### src/rtl/conv_addr_gen.sv
`default_nettype none
// ============================================================================
// conv_addr_gen : sliding-window activation, weight and bias SRAM address
//                 sequencer for one convolution layer (preload, sweep, done).
// Revision      : 1.0
// ============================================================================
module conv_addr_gen #(
  parameter int ADDR_W  = 6,
  parameter int WADDR_W = 10,
  parameter int BADDR_W = 6,
  parameter int DIM_W   = 4
) (
  input  logic                clk,
  input  logic                rst_n,
  input  logic                start,
  input  logic                grp_sel,
  input  logic [DIM_W-1:0]    out_w,
  input  logic [DIM_W-1:0]    out_h,
  input  logic [DIM_W-1:0]    n_filt,
  input  logic [ADDR_W-1:0]   row_stride,
  input  logic [DIM_W-1:0]    wload_len,
  input  logic                stall,
  output logic [4*ADDR_W-1:0] sram_raddr_a,
  output logic [4*ADDR_W-1:0] sram_raddr_b,
  output logic [WADDR_W-1:0]  sram_raddr_weight,
  output logic [BADDR_W-1:0]  sram_raddr_bias,
  output logic                win_valid,
  output logic                load_done,
  output logic                layer_done,
  output logic                busy
);

  localparam int PW = DIM_W + ADDR_W + 1;

  typedef enum logic [1:0] {
    S_IDLE   = 2'd0,
    S_LOAD_W = 2'd1,
    S_CONV   = 2'd2,
    S_DONE   = 2'd3
  } state_t;

  state_t              state_q, state_d;
  logic                grp_q, grp_d;
  logic [DIM_W-1:0]    w_q, w_d, h_q, h_d, nf_q, nf_d, wlen_q, wlen_d;
  logic [ADDR_W-1:0]   stride_q, stride_d;
  logic [DIM_W-1:0]    cnt_q, cnt_d, r_q, r_d, c_q, c_d, f_q, f_d;
  logic [WADDR_W-1:0]  wptr_q, wptr_d;
  logic [BADDR_W-1:0]  bptr_q, bptr_d;
  logic [4*ADDR_W-1:0] addr_a_q, addr_b_q, win_addr_d;
  logic                win_q, ld_q, lyd_q;

  // Banks 0/1 hold the even/odd rows starting one row ahead of banks 2/3;
  // within a bank pair the same (c+1)>>1 / c>>1 split picks the column word.
  function automatic logic [4*ADDR_W-1:0] win_addr(
    input logic [DIM_W-1:0]  r,
    input logic [DIM_W-1:0]  c,
    input logic [ADDR_W-1:0] stride
  );
    logic [DIM_W:0]    r_hi, r_lo, c_hi, c_lo;
    logic [PW-1:0]     p01, p23;
    logic [ADDR_W-1:0] base01, base23;
    r_hi   = ({1'b0, r} + (DIM_W+1)'(1)) >> 1;
    r_lo   = {1'b0, r} >> 1;
    c_hi   = ({1'b0, c} + (DIM_W+1)'(1)) >> 1;
    c_lo   = {1'b0, c} >> 1;
    p01    = PW'(r_hi) * PW'(stride);
    p23    = PW'(r_lo) * PW'(stride);
    base01 = p01[ADDR_W-1:0];
    base23 = p23[ADDR_W-1:0];
    return {base23 + ADDR_W'(c_lo), base23 + ADDR_W'(c_hi),
            base01 + ADDR_W'(c_lo), base01 + ADDR_W'(c_hi)};
  endfunction

  always_comb begin
    state_d  = state_q;
    grp_d    = grp_q;
    w_d      = w_q;
    h_d      = h_q;
    nf_d     = nf_q;
    wlen_d   = wlen_q;
    stride_d = stride_q;
    cnt_d    = cnt_q;
    r_d      = r_q;
    c_d      = c_q;
    f_d      = f_q;
    wptr_d   = wptr_q;
    bptr_d   = bptr_q;
    case (state_q)
      S_IDLE: begin
        if (start) begin
          grp_d    = grp_sel;
          w_d      = out_w;
          h_d      = out_h;
          nf_d     = n_filt;
          wlen_d   = wload_len;
          stride_d = row_stride;
          cnt_d    = '0;
          r_d      = '0;
          c_d      = '0;
          f_d      = '0;
          if (out_w == '0 || out_h == '0 || n_filt == '0)
            state_d = S_DONE;
          else if (wload_len != '0)
            state_d = S_LOAD_W;
          else
            state_d = S_CONV;
        end
      end
      S_LOAD_W: begin
        if (!stall) begin
          if (cnt_q == wlen_q - DIM_W'(1)) begin
            cnt_d   = '0;
            state_d = S_CONV;
          end else begin
            cnt_d  = cnt_q + DIM_W'(1);
            wptr_d = wptr_q + WADDR_W'(1);
          end
        end
      end
      S_CONV: begin
        if (!stall) begin
          if (c_q == w_q - DIM_W'(1)) begin
            c_d = '0;
            if (r_q == h_q - DIM_W'(1)) begin
              // End of one filter sweep: advance to the next filter's data.
              r_d    = '0;
              f_d    = f_q + DIM_W'(1);
              wptr_d = wptr_q + WADDR_W'(1);
              bptr_d = bptr_q + BADDR_W'(1);
              if (f_q == nf_q - DIM_W'(1))
                state_d = S_DONE;
            end else begin
              r_d = r_q + DIM_W'(1);
            end
          end else begin
            c_d = c_q + DIM_W'(1);
          end
        end
      end
      S_DONE:  state_d = S_IDLE;
      default: state_d = S_IDLE;
    endcase
  end

  assign win_addr_d = win_addr(r_d, c_d, stride_d);

  // Outputs are registered from the next-state values so they line up with
  // the state they describe; a stall keeps every _d equal to its _q.
  always_ff @(posedge clk) begin
    if (!rst_n) begin
      state_q  <= S_IDLE;
      grp_q    <= 1'b0;
      w_q      <= '0;
      h_q      <= '0;
      nf_q     <= '0;
      wlen_q   <= '0;
      stride_q <= '0;
      cnt_q    <= '0;
      r_q      <= '0;
      c_q      <= '0;
      f_q      <= '0;
      wptr_q   <= '0;
      bptr_q   <= '0;
      addr_a_q <= '0;
      addr_b_q <= '0;
      win_q    <= 1'b0;
      ld_q     <= 1'b0;
      lyd_q    <= 1'b0;
    end else begin
      state_q  <= state_d;
      grp_q    <= grp_d;
      w_q      <= w_d;
      h_q      <= h_d;
      nf_q     <= nf_d;
      wlen_q   <= wlen_d;
      stride_q <= stride_d;
      cnt_q    <= cnt_d;
      r_q      <= r_d;
      c_q      <= c_d;
      f_q      <= f_d;
      wptr_q   <= wptr_d;
      bptr_q   <= bptr_d;
      addr_a_q <= (state_d == S_CONV && !grp_d) ? win_addr_d : '0;
      addr_b_q <= (state_d == S_CONV &&  grp_d) ? win_addr_d : '0;
      win_q    <= (state_d == S_CONV);
      ld_q     <= (state_d == S_LOAD_W) && (cnt_d == wlen_d - DIM_W'(1));
      lyd_q    <= (state_d == S_DONE);
    end
  end

  assign sram_raddr_a      = addr_a_q;
  assign sram_raddr_b      = addr_b_q;
  assign sram_raddr_weight = wptr_q;
  assign sram_raddr_bias   = bptr_q;
  assign win_valid         = win_q;
  assign load_done         = ld_q;
  assign layer_done        = lyd_q;
  assign busy              = (state_q != S_IDLE);

endmodule
`default_nettype wire

### config.mk
export PLATFORM = sky130hd
export DESIGN_NAME = conv_addr_gen
export DESIGN_NICKNAME = d
export VERILOG_FILES = /design/src/rtl/conv_addr_gen.sv
export SDC_FILE = /design/constraint.sdc
export NUM_CORES = 1
export LEC_CHECK = 0
export CAP_MARGIN = 20
export CORE_UTILIZATION = 49
export CTS_CLUSTER_DIAMETER = 150
export DETAILED_ROUTE_END_ITERATION = 16
export PLACE_DENSITY = 0.77
export SYNTH_ARGS = -nofsm -noshare
export SYNTH_HDL_FRONTEND = slang
export SYNTH_SLANG_ARGS = --single-unit
### constraint.sdc
create_clock -name clk -period 5.2 [get_ports clk]
set_input_delay 1.04 -clock clk [delete_from_list [all_inputs] [get_ports clk]]
set_output_delay 1.04 -clock clk [all_outputs]
set_load 0.005 [all_outputs]
==> results.json <==
{
  "status": "finished clean",
  "ios": 95,
  "ys.flop_type": "dfxtp_1",
  "die_h_um": 110,
  "final_cells": 939,
  "cts_tree": "yes",
  "maxSlewHeadroom_pct": 41.0,
  "synth_edf_count": 0,
  "clk_latency_ns": 0.35,
  "use_met1_pct": 26.5,
  "yosys.area.top_type_share_pct": 37.6,
  "antennaDiodeCount": 0,
  "fin_setup_tns_ns": 0,
  "wl_per_cell_um": 14.2,
  "numCtsBuffers": 9,
  "fin_worst_skew_ns": 0.00850,
  "cp_data_required_time_ns": 5.40,
  "fmax_ghz": 0.199,
  "clkSinkCount": 108,
  "crit_arrival_ns": 5.23,
  "critPathCaptureType": "flip-flop",
  "grtUsageMet2_pct": 40.9,
  "dp_hpwl_mm": 10.2,
  "grt_pass1_vias": 4787,
  "ys_ff_latch": 108,
  "start_util_pct": 50.3,
  "cts_root_buf": "clkbuf_16",
  "maxCapViolCount": 0,
  "period_share_pct": 96.7,
  "area_delta_synth_final_pct": 33.2,
  "ant_nets": 0,
  "io_buffers": 94,
  "critPathLaunchType": "input pin",
  "placed_cells": 916,
  "grt_busiest_layer": "met2",
  "ir_worst_vdd_uv": 212,
  "synth_top_cells_by_area": "dfxtp_1, ha_1, nor2_1, xnor2_1, nand2_1",
  "synthCells": 653,
  "die_w_um": 110,
  "rows": 39,
  "synthesis.area_um2": 5740,
  "grt_setup_unrepaired": "true",
  "clock_path_buffers": 2,
  "r2r_setup_slack_ns": 0.22,
  "antenna_found_initial": 0,
  "yosys.area.top_type": "dfxtp_1",
  "power.leakage_nw": 3.19,
  "report.final.slew_viol_count": 0,
  "dieArea_um2": 12200,
  "cp_max_fo": 5,
  "finalHoldViolations": 0,
  "vias": 4939,
  "htreeDepth": 3,
  "use_met3_pct": 4.06,
  "first_pass_iters": 5,
  "setup_viol": 0,
  "p_per_area_nw_per_um2": 228,
  "clkTransAtPathRegs_ns": 0.07,
  "ys_types": 60,
  "vias_per_cell": 5.26,
  "worst_slew_pin_slew_ns": 0.885,
  "grt_max_degree": 50,
  "drc": 0,
  "wl_mm": 13.3,
  "synth_warnings": 0,
  "synth_nets": 730,
  "layout_min_cycle_time_ns": 5.03,
  "hold_path_class": "flip-flop to flip-flop",
  "syn_avg_cell_area_um2": 8.80,
  "place.gp.congestion": 0.885,
  "critPathKind": "input pin to flip-flop",
  "grt.overflow.total": 0,
  "drtIter0Drc": 185,
  "core_area_um2": 11400,
  "final_nets": 871,
  "p_total_w": 0.00174,
  "track_usage_pct": 22.9,
  "layout-drive-gt1-share_pct": 14.7,
  "grt_pass1_wl_mm": 21.4,
  "yosysSeqAreaShare_pct": 37.6,
  "async_flop_share_pct": 0
}
==> worst max-delay path, stage by stage <==
cell	delay, ns
clkdlybuf4s50_1	0.53
buf_4	0.13
nor3b_2	0.39
buf_4	0.22
nand2_1	0.05
nand2_1	0.15
nand2_1	0.10
fa_1	0.54
inv_1	0.05
fa_1	0.49
ha_1	0.31
a21o_1	0.19
a21oi_2	0.13
xnor2_1	0.08
xnor2_1	0.25
xnor2_2	0.16
xor2_1	0.19
xnor2_1	0.15
nor2_1	0.06
==> flip-flops by register name (all words and copies together) (netlist names) <==
name / flops
c_q: 4
cnt_q: 4
f_q: 4
grp_q: 1
h_q: 4
layer_done: 1
load_done: 1
nf_q: 4
r_q: 4
sram_raddr_a: 24
sram_raddr_b: 24
sram_raddr_bias: 6
sram_raddr_weight: 10
state_q: 2
stride_q: 6
w_q: 4
win_valid: 1
wlen_q: 4
==> stage by stage <==
| stage | setup slack (ns) | util (%) | hold slack (ns) | area (um^2) |
|---|---|---|---|---|
| CTS | 0.0799 | 65.0 | 0.479 | 7420 |
| finish | 0.172 | 67.0 | 0.476 | 7650 |
| detailed placement | -0.511 | 62.6 | 0.470 | 7140 |
| floorplan | 0.0324 | - | 0.448 | 5780 |
| global route | -0.110 | 67.0 | 0.504 | 7650 |
| global placement | -0.351 | 62.6 | 0.459 | 7140 |
==> cell type report <==
| type | instances | area [um^2] |
|---|---|---|
| inverter | 44 | 170 |
| sequential | 108 | 2170 |
| fill | 933 | 3770 |
| clock buffer | 9 | 225 |
| multi-input combinational | 478 | 3470 |
| clock inverter | 4 | 52.6 |
| tap | 143 | 179 |
| timing repair buffer | 153 | 1380 |
==> what timing repair did <==
action	in CTS	in global routing
buffers inserted	0	9
pin swaps	1	26
hold buffers	0	0
gates resized for setup	2	36
setup endpoints to repair	4	4
==> placed cells by master, fill, tap and decap left out, drive strengths merged, types with 12 or more instances in the layout <==
cell and instances:
dfxtp 108, nor2 97, clkdlybuf4s50 93, nand2 72
buf 58, inv 45, a21oi 39, ha 37
xnor2 37, xor2 29, nand3 18, o21ai 14
fa 13, and2 12, nor3 12
==> cells by family after synthesis <==
| kind of cell | count (synthesis) | share of synthesized area (%) |
|---|---|---|
| AND/OR/NAND/NOR | 258 | 21.1 |
| flip-flops | 108 | 37.6 |
| multiplexers | 12 | 2.11 |
| adder cells (fa/ha/maj) | 50 | 12.6 |
| buffers and inverters | 67 | 5.05 |
| AO/OA/AOI/OAI | 87 | 9.24 |
| XOR/XNOR | 71 | 12.2 |
==> where the power goes <==
group | leakage, nW | internal (W) | switching (W)
combinational | 2.18 | 0.000104 | 0.000110
clock | 0.138 | 0.000367 | 0.000305
sequential | 0.875 | 0.000843 | 0.0000147
total | 3.19 | 0.00131 | 0.000430
==> path summary, 6_finish.rpt <==
| check | from | end | depth (start not counted) |
|---|---|---|---|
| worst max-delay path | start | sram_raddr_b[5]$_SDFF_PN0_ | 19 |
| worst min-delay path | nf_q[3]$_SDFFE_PN0P_ | nf_q[3]$_SDFFE_PN0P_ | 2 |
| worst max register to register | w_q[0]$_SDFFE_PN0P_ | sram_raddr_b[5]$_SDFF_PN0_ | 23 |
| worst min register to register | nf_q[3]$_SDFFE_PN0P_ | nf_q[3]$_SDFFE_PN0P_ | 2 |
==> cell usage after synthesis (3+ instances only) <==
library cell	count
clkbuf_1	11
and3_1	3
nor3_1	11
mux2i_1	11
o21ai_0	14
or3_1	3
xor3_1	4
ha_1	37
a31oi_1	5
buf_4	3
nor2b_1	6
nand2b_1	6
o211ai_1	3
xnor2_1	36
nor2_1	96
nor3b_1	4
inv_1	44
buf_6	3
a21o_1	10
a21oi_1	38
xor2_1	29
nand2_1	71
dfxtp_1	108
and2_1	11
nand3_1	18
buf_2	4
fa_1	13
nand4_1	9
==> layer usage <==
| layer | up-vias | share of wire, % |
|---|---|---|
| met5 | - | 0 |
| met2 | 136 | 52 |
| met1 | 2338 | 42 |
| li1 | 2444 | - |
| met4 | 0 | 2.0 |
| met3 | 21 | 4.5 |
No activity file was read; power rests on OpenSTA's default activity.
